### src/rtl/fifo_pkg.sv
// fifo_pkg: shared pointer coding helpers, depth derivation and almost-full state type
package fifo_pkg;
  typedef enum logic {AF_LOW, AF_HIGH} af_state_t;
  function automatic int depth_of(input int addr_size);
    return 1 << addr_size;
  endfunction
  // Zero-extended inputs decode correctly since leading zero Gray bits stay zero
  function automatic logic [31:0] grey2bin(input logic [31:0] g);
    logic [31:0] b;
    b[31] = g[31];
    for (int i = 30; i >= 0; i--) b[i] = b[i+1] ^ g[i];
    return b;
  endfunction
  function automatic logic [31:0] bin2grey(input logic [31:0] b);
    return b ^ (b >> 1);
  endfunction
endpackage

### src/rtl/ptr_sync.sv
// ptr_sync: plain multi-flop synchronizer for a Gray-coded pointer
module ptr_sync #(
  parameter int W = 5,
  parameter int STAGES = 2
) (
  input  logic         clk,
  input  logic         rst,
  input  logic [W-1:0] d,
  output logic [W-1:0] q
);
  logic [W-1:0] sync_q [STAGES];
  logic [W-1:0] sync_d [STAGES];
  always_comb begin
    sync_d[0] = d;
    for (int i = 1; i < STAGES; i++) sync_d[i] = sync_q[i-1];
  end
  always_ff @(posedge clk or posedge rst)
    if (rst) sync_q <= '{default: '0};
    else sync_q <= sync_d;
  assign q = sync_q[STAGES-1];
endmodule

### src/rtl/fifo_wr_sync_level.sv
// fifo_wr_sync_level: write-domain read-pointer receiver with level, almost-full and freed count
module fifo_wr_sync_level
  import fifo_pkg::*;
#(
  parameter int ADDR_SIZE = 4,
  parameter int SYNC_STAGES = 2,
  parameter int AF_SET = 14,
  parameter int AF_CLR = 12
) (
  input  logic               wr_clk,
  input  logic               wr_rst,
  input  logic [ADDR_SIZE:0] rd_addr_grey,
  input  logic [ADDR_SIZE:0] wr_addr_grey,
  output logic [ADDR_SIZE:0] rd_ptr_addr_sync,
  output logic [ADDR_SIZE:0] wr_level,
  output logic               almost_full,
  output logic [ADDR_SIZE:0] rd_freed,
  output logic               rd_advance,
  output logic               ptr_err
);
  localparam int PW = ADDR_SIZE + 1;
  localparam logic [PW-1:0] DEPTH_P = PW'(depth_of(ADDR_SIZE));
  localparam logic [PW-1:0] AF_SET_P = PW'(AF_SET);
  localparam logic [PW-1:0] AF_CLR_P = PW'(AF_CLR);
  logic [PW-1:0] rd_bin, wr_bin, diff;
  logic [PW-1:0] rd_bin_prev_q, rd_bin_prev_d, wr_level_q, wr_level_d, rd_freed_q, rd_freed_d;
  logic rd_advance_q, rd_advance_d, ptr_err_q, ptr_err_d, bad;
  af_state_t state_q, state_d;
  ptr_sync #(.W(PW), .STAGES(SYNC_STAGES)) u_sync (
    .clk(wr_clk),
    .rst(wr_rst),
    .d  (rd_addr_grey),
    .q  (rd_ptr_addr_sync)
  );
  always_comb begin
    rd_bin = PW'(grey2bin(32'(rd_ptr_addr_sync)));
    wr_bin = PW'(grey2bin(32'(wr_addr_grey)));
    diff = wr_bin - rd_bin;
    bad = diff > DEPTH_P;
    wr_level_d = bad ? wr_level_q : diff;
    ptr_err_d = ptr_err_q | bad;
    rd_freed_d = rd_bin - rd_bin_prev_q;
    rd_advance_d = rd_bin != rd_bin_prev_q;
    rd_bin_prev_d = rd_bin;
  end
  always_ff @(posedge wr_clk or posedge wr_rst)
    if (wr_rst) begin
      rd_bin_prev_q <= '0;
      wr_level_q <= '0;
      rd_freed_q <= '0;
      rd_advance_q <= 1'b0;
      ptr_err_q <= 1'b0;
    end else begin
      rd_bin_prev_q <= rd_bin_prev_d;
      wr_level_q <= wr_level_d;
      rd_freed_q <= rd_freed_d;
      rd_advance_q <= rd_advance_d;
      ptr_err_q <= ptr_err_d;
    end
  always_ff @(posedge wr_clk or posedge wr_rst)
    if (wr_rst) state_q <= AF_LOW;
    else state_q <= state_d;
  // An out-of-range difference is untrustworthy, so the flag holds that cycle
  always_comb begin
    state_d = state_q;
    if (!bad)
      state_d = (state_q == AF_LOW) ? ((diff >= AF_SET_P) ? AF_HIGH : AF_LOW)
                                    : ((diff <= AF_CLR_P) ? AF_LOW : AF_HIGH);
  end
  always_comb begin
    almost_full = state_q == AF_HIGH;
    wr_level = wr_level_q;
    rd_freed = rd_freed_q;
    rd_advance = rd_advance_q;
    ptr_err = ptr_err_q;
  end
endmodule

### config.mk
export PLATFORM = sky130hd
export DESIGN_NAME = fifo_wr_sync_level
export DESIGN_NICKNAME = d
export VERILOG_FILES = /design/src/rtl/fifo_pkg.sv /design/src/rtl/ptr_sync.sv /design/src/rtl/fifo_wr_sync_level.sv
export SDC_FILE = /design/constraint.sdc
export NUM_CORES = 1
export LEC_CHECK = 0
export ABC_AREA = 1
export BUFFER_PORTS_ARGS = -buffer_cell sky130_fd_sc_hd__clkbuf_2
export CAP_MARGIN = 20
export CORE_ASPECT_RATIO = 0.8
export CORE_MARGIN = 4
export CORE_UTILIZATION = 48
export DETAILED_ROUTE_END_ITERATION = 16
export PLACE_DENSITY = 0.78
export SLEW_MARGIN = 20
export SYNTH_ARGS = -nofsm -noshare
export SYNTH_HDL_FRONTEND = slang
export SYNTH_HIERARCHICAL = 1
export SYNTH_SLANG_ARGS = --single-unit
### constraint.sdc
create_clock -name wr_clk -period 2.3 [get_ports wr_clk]
set_input_delay 0.345 -clock wr_clk [delete_from_list [all_inputs] [get_ports wr_clk]]
set_output_delay 0.345 -clock wr_clk [all_outputs]
set_load 0.01 [all_outputs]
==> metrics.cfg <==
[logic_synthesis]
synth_cell_types=20
yosys_warnings=6
ys_seq_elements=28
syn_avg_cell_area_um2=9.401
syn_area_um2=1410
syn_inst=150
synth_seq_area_share_pct=49.69
syn-num-nets=172

[sta]
hold_viol=0
tightest_slew_ns=0.6245
skew_ns=0.006655
final_max_slew_viol_count=0
holdWs_ns=0.02102
fin_ws_ns=-0.1247
rsz0062_at_grt=yes
post-route-period-util_pct=105.4
timing.fmax_mhz=412.4
period_minus_slack_ns=2.425
setup_viol_count_final=7
slew_headroom_pct=58.32

[floorplan]
fp.dieW_um=68.60
ios=30
die_area_um2=3875
die_height_um=56.48
coreArea_um2=2786
initial_core_util_pct=50.61
fp-row-count=17

[worst_setup_path]
cp-startpoint=u_sync/q[3]
rrSetupSlack_ns=-0.12
path_cells=inv_1 -> nand2_2 -> nand2_2 -> nand2_2 -> nand2_2 -> nand2_2 -> nand2_2 -> nand2_2 -> nand2_2 -> inv_2 -> ha_4 -> inv_2 -> fa_1 -> or2_1 -> nor2_2 -> nand3_4 -> nand2_4 -> nand2_1 -> nand2_1
reg2regPathDepth=19
endpoint=wr_level[1]
rr_startpoint=u_sync/q[3]
path_max_fanout=7
max_stage_delay_ns=0.41
required_ns=2.52
criticalPathCategory=flop to flop
worst_setup_path_start_kind=flop
worstPathArrival_ns=2.64
crit_path_end_kind=flop
cpMaxStageDelayCell=fa_1
reg2reg_to=wr_level[1]
cp_common_cell=nand2_2

[global_routing]
gr-usage-all-layers_pct=15.37
grt_max_degree=19
antenna_found_initial=0
grt_pass1_vias=1119
grt-ovfl-total=0
grt_first_pass_wirelength_mm=4.588

[clock_tree]
worstSkewPairLatency_ns=0.27
clk_pin_slew_worst_paths_ns=0.09
cts-root-buf=clkbuf_8
cts-htree-levels=1
numCtsBuffers=3
cts.sinks=28
cts_tree=done
cts_buffer_depth=2

[flow_run]
maxCapViolCount=0

[detailed_routing]
drt_pass1_iterations=4
drt_drc_violations_left=0
via_per_inst=4.702
routed_wl_mm=2.519
wl_per_cell_um=10.72
drtAntennaViolNets=0
vias=1105
drt_iter0_markers=51

[run_status]
violations=negative setup slack
status=finished with violations

[layout]
most-common-layout-cells=nand2_1 (29), clkbuf_2 (29), dfrtp_1 (28)
synthToLayoutAreaGrowth_pct=27.33
drive_above_1_share_pct=38.07
n_fill_cell=215
n_antenna_cell=0
nNetsFinal=220
final_cell_area_um2=1795

[place]
hpwl_mm=2.088
gp_congestion=0.8647
dpl_cell_area_um2=1695
io_buffers=29

[power_and_ir_drop]
peakVddDrop_mv=0.5570
power_density_nw_per_um2=824.0
p_leak_nw=0.9949
finalPower_mw=1.479

[min_path]
hp-class=input pin to async pin

## kinds of logic after synthesis
| kind of cell | after synthesis | synth area share (%) |
|---|---|---|
| simple gates | 70 | 25.02 |
| fa+ha+maj | 10 | 9.938 |
| buf+inv | 28 | 7.720 |
| xor+xnor | 8 | 5.502 |
| flops | 28 | 49.69 |
| compound gates | 6 | 2.130 |
## layer usage
| metal | part of all wire [%] | GRT usage [%] | vias up |
|---|---|---|---|
| met5 | 0 | 0 | - |
| met4 | 1.2 | 3.966 | 0 |
| met3 | 6.1 | 4.200 | 4 |
| met2 | 53 | 27.76 | 25 |
| met1 | 40 | 17.26 | 523 |
| li1 | - | - | 553 |
## flip-flops by register name, indices dropped and copies added (netlist names)
register and count:
u_sync/sync_d 5, wr_level 5, almost_full 1, rd_bin_prev_q 5, u_sync/q 5, rd_advance 1, rd_freed 5, ptr_err 1
## timing repair
item / CTS / global route
hold buffers: 0 / 0
buffers inserted: 3 / 1
pin swaps: 10 / 1
gates resized for setup: 3 / 1
endpoints found under the setup margin: 7 / 7
## worst min-delay path by stage
| stage | startpoint | cells past startpoint | to | slack, ns |
|---|---|---|---|---|
| floorplan | wr_rst | 1 | u_sync/q[0] | 0.19 |
| global placement | wr_rst | 2 | u_sync/q[3] | 0.31 |
| detailed placement | wr_rst | 2 | u_sync/q[4] | 0.33 |
| CTS | wr_rst | 2 | u_sync/q[4] | 0.03 |
| global route | wr_rst | 2 | u_sync/sync_d[4] | 0.06 |
| finish | wr_rst | 2 | u_sync/sync_d[3] | 0.02 |
## where the power goes
part	internal [mW]	switching, mW
Clock	0.153	0.140
Combinational	0.236	0.317
Sequential	0.587	0.0470
## critical path: cells and delay by family (launching register included)
kind | cells | cell delay [ns]
and+or+nand+nor | 14 | 1.23
DFF | 1 | 0.40
adders and majority gates | 2 | 0.56
buffers and inverters | 3 | 0.17
## layout make-up
| cell class | instances | area, um2 | area share, % |
|---|---|---|---|
| flip-flops and latches | 28 | 700.7 | 39.02 |
| multi-input cells | 94 | 633.1 | 35.26 |
| repair buffers | 44 | 257.7 | 14.36 |
| inverters | 27 | 101.3 | 5.645 |
| clock buffers | 4 | 55.05 | 3.066 |
| well taps | 38 | 47.55 | 2.648 |
## synthesized netlist by cell type
library cell / number / share of area (%)
nand2_1: 33 / 8.8
xnor2_1: 3 / 1.9
fa_1: 2 / 2.8
nand3_1: 18 / 6.4
nand4_1: 1 / 0.44
a21oi_1: 6 / 2.1
nand2_4: 2 / 1.6
nand3_4: 1 / 1.2
xor2_2: 1 / 1.2
nor2_2: 1 / 0.44
dfrtp_1: 28 / 50
buf_4: 1 / 0.53
inv_2: 3 / 0.80
nand3b_1: 1 / 0.53
nand2_2: 11 / 4.9
xor2_1: 4 / 2.5
inv_1: 24 / 6.4
or2_1: 1 / 0.44
nor2_1: 1 / 0.27
ha_1: 8 / 7.1
## per-stage QoR
| step | cells | setup TNS [ns] | setup slack, ns | utilization (%) |
|---|---|---|---|---|
| after detailed placement | 227 | -1.409 | -0.2211 | 60.84 |
| after floorplan | 150 | -1.595 | -0.2449 | - |
| after CTS | 234 | -0.7503 | -0.1252 | 64.08 |
| after global routing | 235 | -2.134 | -0.3265 | 64.44 |
| final | 235 | -0.7229 | -0.1247 | 64.44 |
| after global placement | 227 | -0.7192 | -0.1148 | 60.84 |
Note: power is estimated with default switching activity, not from simulation.
